File: src/rtl/alu_op_sequencer_pkg.sv
// Shared definitions for the ALU op sequencer: op encodings, flag bit
// positions and FSM state encoding.
package alu_op_sequencer_pkg;

  typedef enum logic [2:0] {
    ALU_NOP = 3'b000,
    ALU_ADD = 3'b001,
    ALU_SUB = 3'b010,
    ALU_AND = 3'b011,
    ALU_OR  = 3'b100,
    ALU_XOR = 3'b101,
    ALU_SLT = 3'b110
  } alu_op_e;

  // flags vector is {negative, zero, overflow, carry}
  localparam int FLAG_N = 3;
  localparam int FLAG_Z = 2;
  localparam int FLAG_V = 1;
  localparam int FLAG_C = 0;
  localparam int FLAG_W = 4;

  typedef enum logic [1:0] {
    ST_IDLE  = 2'd0,
    ST_READ  = 2'd1,
    ST_EXEC  = 2'd2,
    ST_WRITE = 2'd3
  } seq_state_e;

endpackage

File: src/rtl/alu_op_sequencer.sv
// Four-cycle command sequencer: capture a register-register command, read
// operands, run the ALU, write the result back (register 0 is never written).
module alu_op_sequencer
  import alu_op_sequencer_pkg::*;
#(
  parameter int DATA_WIDTH = 32,
  parameter int ADDR_WIDTH = 5,
  parameter int OP_WIDTH   = 3
) (
  input  logic                  clk,
  input  logic                  rst,
  input  logic                  cmd_valid,
  output logic                  cmd_ready,
  input  logic [OP_WIDTH-1:0]   cmd_op,
  input  logic [ADDR_WIDTH-1:0] cmd_rs,
  input  logic [ADDR_WIDTH-1:0] cmd_rt,
  input  logic [ADDR_WIDTH-1:0] cmd_rd,
  output logic [ADDR_WIDTH-1:0] rf_read0_addr,
  output logic [ADDR_WIDTH-1:0] rf_read1_addr,
  input  logic [DATA_WIDTH-1:0] rf_read0_data,
  input  logic [DATA_WIDTH-1:0] rf_read1_data,
  output logic                  rf_we,
  output logic [ADDR_WIDTH-1:0] rf_write_addr,
  output logic [DATA_WIDTH-1:0] rf_write_data,
  output logic [DATA_WIDTH-1:0] alu_a,
  output logic [DATA_WIDTH-1:0] alu_b,
  output logic [OP_WIDTH-1:0]   alu_ctrl,
  input  logic [DATA_WIDTH-1:0] alu_result,
  input  logic [FLAG_W-1:0]     alu_flags,
  output logic [FLAG_W-1:0]     flags,
  output logic                  done
);

  seq_state_e state_q, state_d;

  logic [OP_WIDTH-1:0]   op_q;
  logic [ADDR_WIDTH-1:0] rs_q, rt_q, rd_q;
  logic [DATA_WIDTH-1:0] result_q;
  logic [FLAG_W-1:0]     flags_next_q;
  logic                  accept;

  always_ff @(posedge clk) begin
    if (rst) state_q <= ST_IDLE;
    else     state_q <= state_d;
  end

  always_comb begin
    state_d   = state_q;
    cmd_ready = 1'b0;
    accept    = 1'b0;
    rf_we     = 1'b0;
    done      = 1'b0;
    case (state_q)
      ST_IDLE: begin
        cmd_ready = 1'b1;
        if (cmd_valid) begin
          accept  = 1'b1;
          state_d = ST_READ;
        end
      end
      ST_READ:  state_d = ST_EXEC;
      ST_EXEC:  state_d = ST_WRITE;
      ST_WRITE: begin
        done    = 1'b1;
        rf_we   = (rd_q != '0);
        state_d = ST_IDLE;
      end
      default:  state_d = ST_IDLE;
    endcase
  end

  always_ff @(posedge clk) begin
    if (rst) begin
      op_q         <= '0;
      rs_q         <= '0;
      rt_q         <= '0;
      rd_q         <= '0;
      alu_a        <= '0;
      alu_b        <= '0;
      alu_ctrl     <= '0;
      result_q     <= '0;
      flags_next_q <= '0;
      flags        <= '0;
    end else begin
      if (accept) begin
        op_q <= cmd_op;
        rs_q <= cmd_rs;
        rt_q <= cmd_rt;
        rd_q <= cmd_rd;
      end
      if (state_q == ST_READ) begin
        alu_a    <= rf_read0_data;
        alu_b    <= rf_read1_data;
        alu_ctrl <= op_q;
      end
      if (state_q == ST_EXEC) begin
        result_q     <= alu_result;
        flags_next_q <= alu_flags;
      end
      // flags only become visible once the command retires
      if (state_q == ST_WRITE) flags <= flags_next_q;
    end
  end

  // addresses come straight from registers so the file register sees stable inputs
  assign rf_read0_addr = rs_q;
  assign rf_read1_addr = rt_q;
  assign rf_write_addr = rd_q;
  assign rf_write_data = result_q;

endmodule

File: config.mk
export PLATFORM = sky130hd
export DESIGN_NAME = alu_op_sequencer
export DESIGN_NICKNAME = d
export VERILOG_FILES = /design/src/rtl/alu_op_sequencer_pkg.sv /design/src/rtl/alu_op_sequencer.sv
export SDC_FILE = /design/constraint.sdc
export NUM_CORES = 1
export LEC_CHECK = 0
export BUFFER_PORTS_ARGS = -buffer_cell sky130_fd_sc_hd__buf_2
export CAP_MARGIN = 20
export CELL_PAD_IN_SITES_DETAIL_PLACEMENT = 0
export CELL_PAD_IN_SITES_GLOBAL_PLACEMENT = 1
export CORE_ASPECT_RATIO = 1.1
export CORE_MARGIN = 10
export CORE_UTILIZATION = 29
export DETAILED_ROUTE_END_ITERATION = 7
export PLACE_DENSITY = 0.71
export SLEW_MARGIN = 20
export SYNTH_ARGS = -nofsm -noshare
export SYNTH_HDL_FRONTEND = slang
export SYNTH_SLANG_ARGS = --single-unit
export TNS_END_PERCENT = 10
File: constraint.sdc
create_clock -name clk -period 1.32 [get_ports clk]
set_input_delay 0.198 -clock clk [delete_from_list [all_inputs] [get_ports clk]]
set_output_delay 0.198 -clock clk [all_outputs]
set_load 0.1 [all_outputs]
==> metrics.md <==
| Metric | Value |
|---|---|
| Fin worst setup slack | -545 ps |
| Final slew viol count | 0 |
| Slew headroom | 0.689 |
| Worst Tran Pin Value | around 470 ps |
| Violated checks | negative setup slack |
| Tcrit/Tclk final | 1.41 |
| Area of the multi-input gates | 1920 µm² |
| Total number of vias | between 3,000 and 4,000 |
| Worst r2r src | state_q[0]$_SDFFE_PP0P_ |
| Worst hold path depth | 3 |
| Clk_lat worst skew | between 400 and 500 ps |
| Post-synth cell types | 19 |
| Worst Setup End Kind | output pin |
| Final setup vio count | 52 |
| Peak supply drop | roughly 1.1 mV |
| Post-synthesis sequential area ratio | 0.553 |
| Worst path cell trace | or4_4 > o21a_4 > buf_12 |
| Largest stage delay on the critical path | roughly 500 ps |
| Post-Syn Instances | 442 |
| Clock Pin Slew Worst Setup and Hold Paths | about 60 ps |
| Via-to-Cell Ratio | between 4 and 5 |
| H-tree lvl count | 4 |
| Final antenna-violating net count | 0 |
| Die Ht | approximately 150 µm |
| Initial antenna violation count | 0 |
| Worst R2R Setup Slack | -90 ps |
| Overflow after GRT | 0 |
| Status | finished, violations left |
| Layout cells sized above 1 | 0.453 |
| Pwr/cell area | 2780 nW/µm² |
| Largest net degree at the start of global routing | 45 |
| Layout Cells excl Fill | 916 |
| Avg WL per Cell | approximately 16 µm |
| Reg2reg path depth | 5 |
| Crit path time final | 1860 ps |
| Avg Inst Size Synth | 10.4 µm² |
| Crit path kind | flip-flop to output pin |
| Total GRT Usage | 0.130 |
| Initial Utilization | 0.295 |
| Leak | 3.40 nW |
| Hold slack final | just over 20 ps |
| DIE AREA | 21,300 µm² |
| Chip Width | ~140 µm |
| Residual DRC | 0 |
| Fin. Hold Viols | 0 |
| Input/output buffers | between 200 and 250 |
| Fmax | around 0.54 GHz |
| Seq cells post-synth | between 100 and 150 |
| Placed Cells | a little under 900 |
| Worst EP arrival | 1670 ps |
| Path category of the worst min-delay check | primary input to flip-flop |
| Worst setup SP type | flip-flop |
| Synthesized area | roughly 4600 µm² |
| Layout area overhead | 63.2% |
| Reg area | between 2000 and 3000 µm² |
| Clock tree sinks | about 130 |
| Hold path endpoint | rf_write_data[23]$_SDFFE_PP0N_ |
| Max FO, Critical Path | 2 |
| Fillers | approximately 1,500 |
| Vias in the first global route | around 4,200 |
| Max_cap viols | 0 |
| Gpl congestion | ~0.74 |
| Warning count from the yosys run | 0 |
| CTS tree | yes |
| Clk buf depth | 2 |
| RSZ-0062 raised after global routing | yes |
| DRT Pass-1 Iters | 4 |
| Total CTS buffers | 17 |
| DPL Wire Length | between 10,000 and 15,000 µm |
| Final WL | around 15,000 µm |
| Core area | roughly 16,000 µm² |
| Required time of the critical path | between 1000 and 1500 ps |
| Hold path start | alu_result[23] |
| Nets | between 800 and 900 |
| Ant diodes | 0 |
| Row Count | 48 |
| Clock tree root buffer cell | clkbuf_16 |
| Syn Nets | between 500 and 600 |
| Max Clock Skew | ~9.3 ps |
| Worst r2r dst | alu_b[0]$_SDFFE_PP0N_ |
| Crit path max-delay cell type | or4_4 |
| I/O pins | approximately 240 |
| First-pass GRT wire length | roughly 23,000 µm |
| Initial DRC Count | 84 |
==> how the worst max path moves through the flow <==
stage / startpoint / to / slack (ps) / depth (start not counted)
floorplan: rf_write_addr[4]$_SDFFE_PP0P_ / rf_we / -180 / 2
global placement: rf_write_addr[4]$_SDFFE_PP0P_ / rf_we / -210 / 3
detailed placement: rf_write_addr[4]$_SDFFE_PP0P_ / rf_we / -230 / 3
CTS: rf_write_addr[4]$_SDFFE_PP0P_ / rf_we / -570 / 3
global route: rf_write_addr[0]$_SDFFE_PP0P_ / rf_we / -590 / 3
finish: rf_write_addr[0]$_SDFFE_PP0P_ / rf_we / -540 / 3
==> kinds of logic after synthesis <==
kind of cell    Yosys count  share of synthesized area
simple gates            150                      0.125
fa+ha+maj                 5                     0.0136
flops                   127                      0.553
mux                     108                      0.235
buf+inv                  32                     0.0509
compound gates           20                     0.0229
==> final cells by class <==
class                   instances  share of cell area
well taps                     200              0.0333
clock buffers                  19              0.0603
multi-input cells             283               0.256
clock inverters                13              0.0277
repair buffers                272               0.280
flip-flops and latches        127               0.342
inverters                       2             0.00167
==> routing by layer <==
layer / global-route usage / part of all wire / up-vias
met2: 0.217 / 0.50 / 162
li1: - / - / 1987
met4: 0.0433 / 0.011 / 0
met5: 0 / 0 / -
met1: 0.137 / 0.39 / 1827
met3: 0.0701 / 0.094 / 13
==> sequential cells by signal, indices dropped and copies added (netlist names) <==
name and count:
rf_write_data 32, alu_b 32, rf_write_addr 5, op_q 3
rf_read1_addr 5, flags_next_q 4, flags 4, state_q 2
alu_ctrl 3, rf_read0_addr 5, alu_a 32
==> Yosys cell counts <==
cell type | count | area (µm²)
dfxtp_1 | 127 | 2540
nor2_1 | 110 | 413
mux2i_1 | 108 | 1080
nand2_1 | 36 | 135
a21oi_1 | 18 | 90.1
clkbuf_1 | 8 | 30.0
buf_2 | 7 | 35.0
buf_4 | 5 | 37.5
buf_6 | 5 | 56.3
ha_1 | 5 | 62.6
buf_12 | 3 | 60.1
buf_1 | 2 | 7.51
inv_1 | 2 | 7.51
a211oi_1 | 1 | 7.51
and2_1 | 1 | 6.26
nand2_2 | 1 | 6.26
nand2b_1 | 1 | 6.26
o21a_1 | 1 | 7.51
or4_1 | 1 | 7.51
==> cell usage in the layout (no fill, tap or decap), types with 2 or more instances in the layout <==
cell	count
a21oi_1	15
a21oi_2	3
buf_12	17
buf_2	119
buf_4	116
buf_6	9
bufinv_16	5
clkbuf_16	21
clkbuf_8	2
clkinv_2	2
clkinvlp_4	2
dfxtp_1	120
dfxtp_2	2
dfxtp_4	5
dlygate4sd3_1	5
ha_4	4
inv_4	3
inv_6	2
mux2i_1	105
mux2i_2	3
nand2_1	34
nand2_2	2
nor2_1	110
==> what timing repair did <==
action	4_1_cts	5_1_grt
hold buffers	5	0
gates resized for setup	125	17
gates cloned	0	5
setup buffers	4	2
pin swaps	3	4
hold endpoints to repair	5	0
endpoints found under the setup margin	129	118
==> power by group <==
part / internal, mW / leakage [nW] / switching [mW] / total (mW)
registers: 4.63 / 1.04 / 0.451 / 5.08
clock network: 3.46 / 0.320 / 1.73 / 5.19
logic: 3.21 / 2.04 / 7.42 / 10.6
total: 11.3 / 3.40 / 9.60 / 20.9
==> stage by stage <==
stage	worst slack, ps	power (mW)	TNS [ps]	area, µm²	util
floorplan	-182	13.1	-982	4670	-
global placement	-210	14.6	-210	6250	0.400
detailed placement	-227	14.7	-365	6250	0.400
CTS	-566	20.6	-834	7320	0.469
global route	-593	21.8	-6720	7510	0.481
finish	-545	20.9	-2710	7510	0.481
==> critical path, delay by kind of cell (launching register included) <==
kind / cells / cell delay (ps)
flops: 1 / 340
buf+inv: 1 / 160
simple gates: 1 / 510
compound gates: 1 / 240
Power figures use the tool's default switching activity.
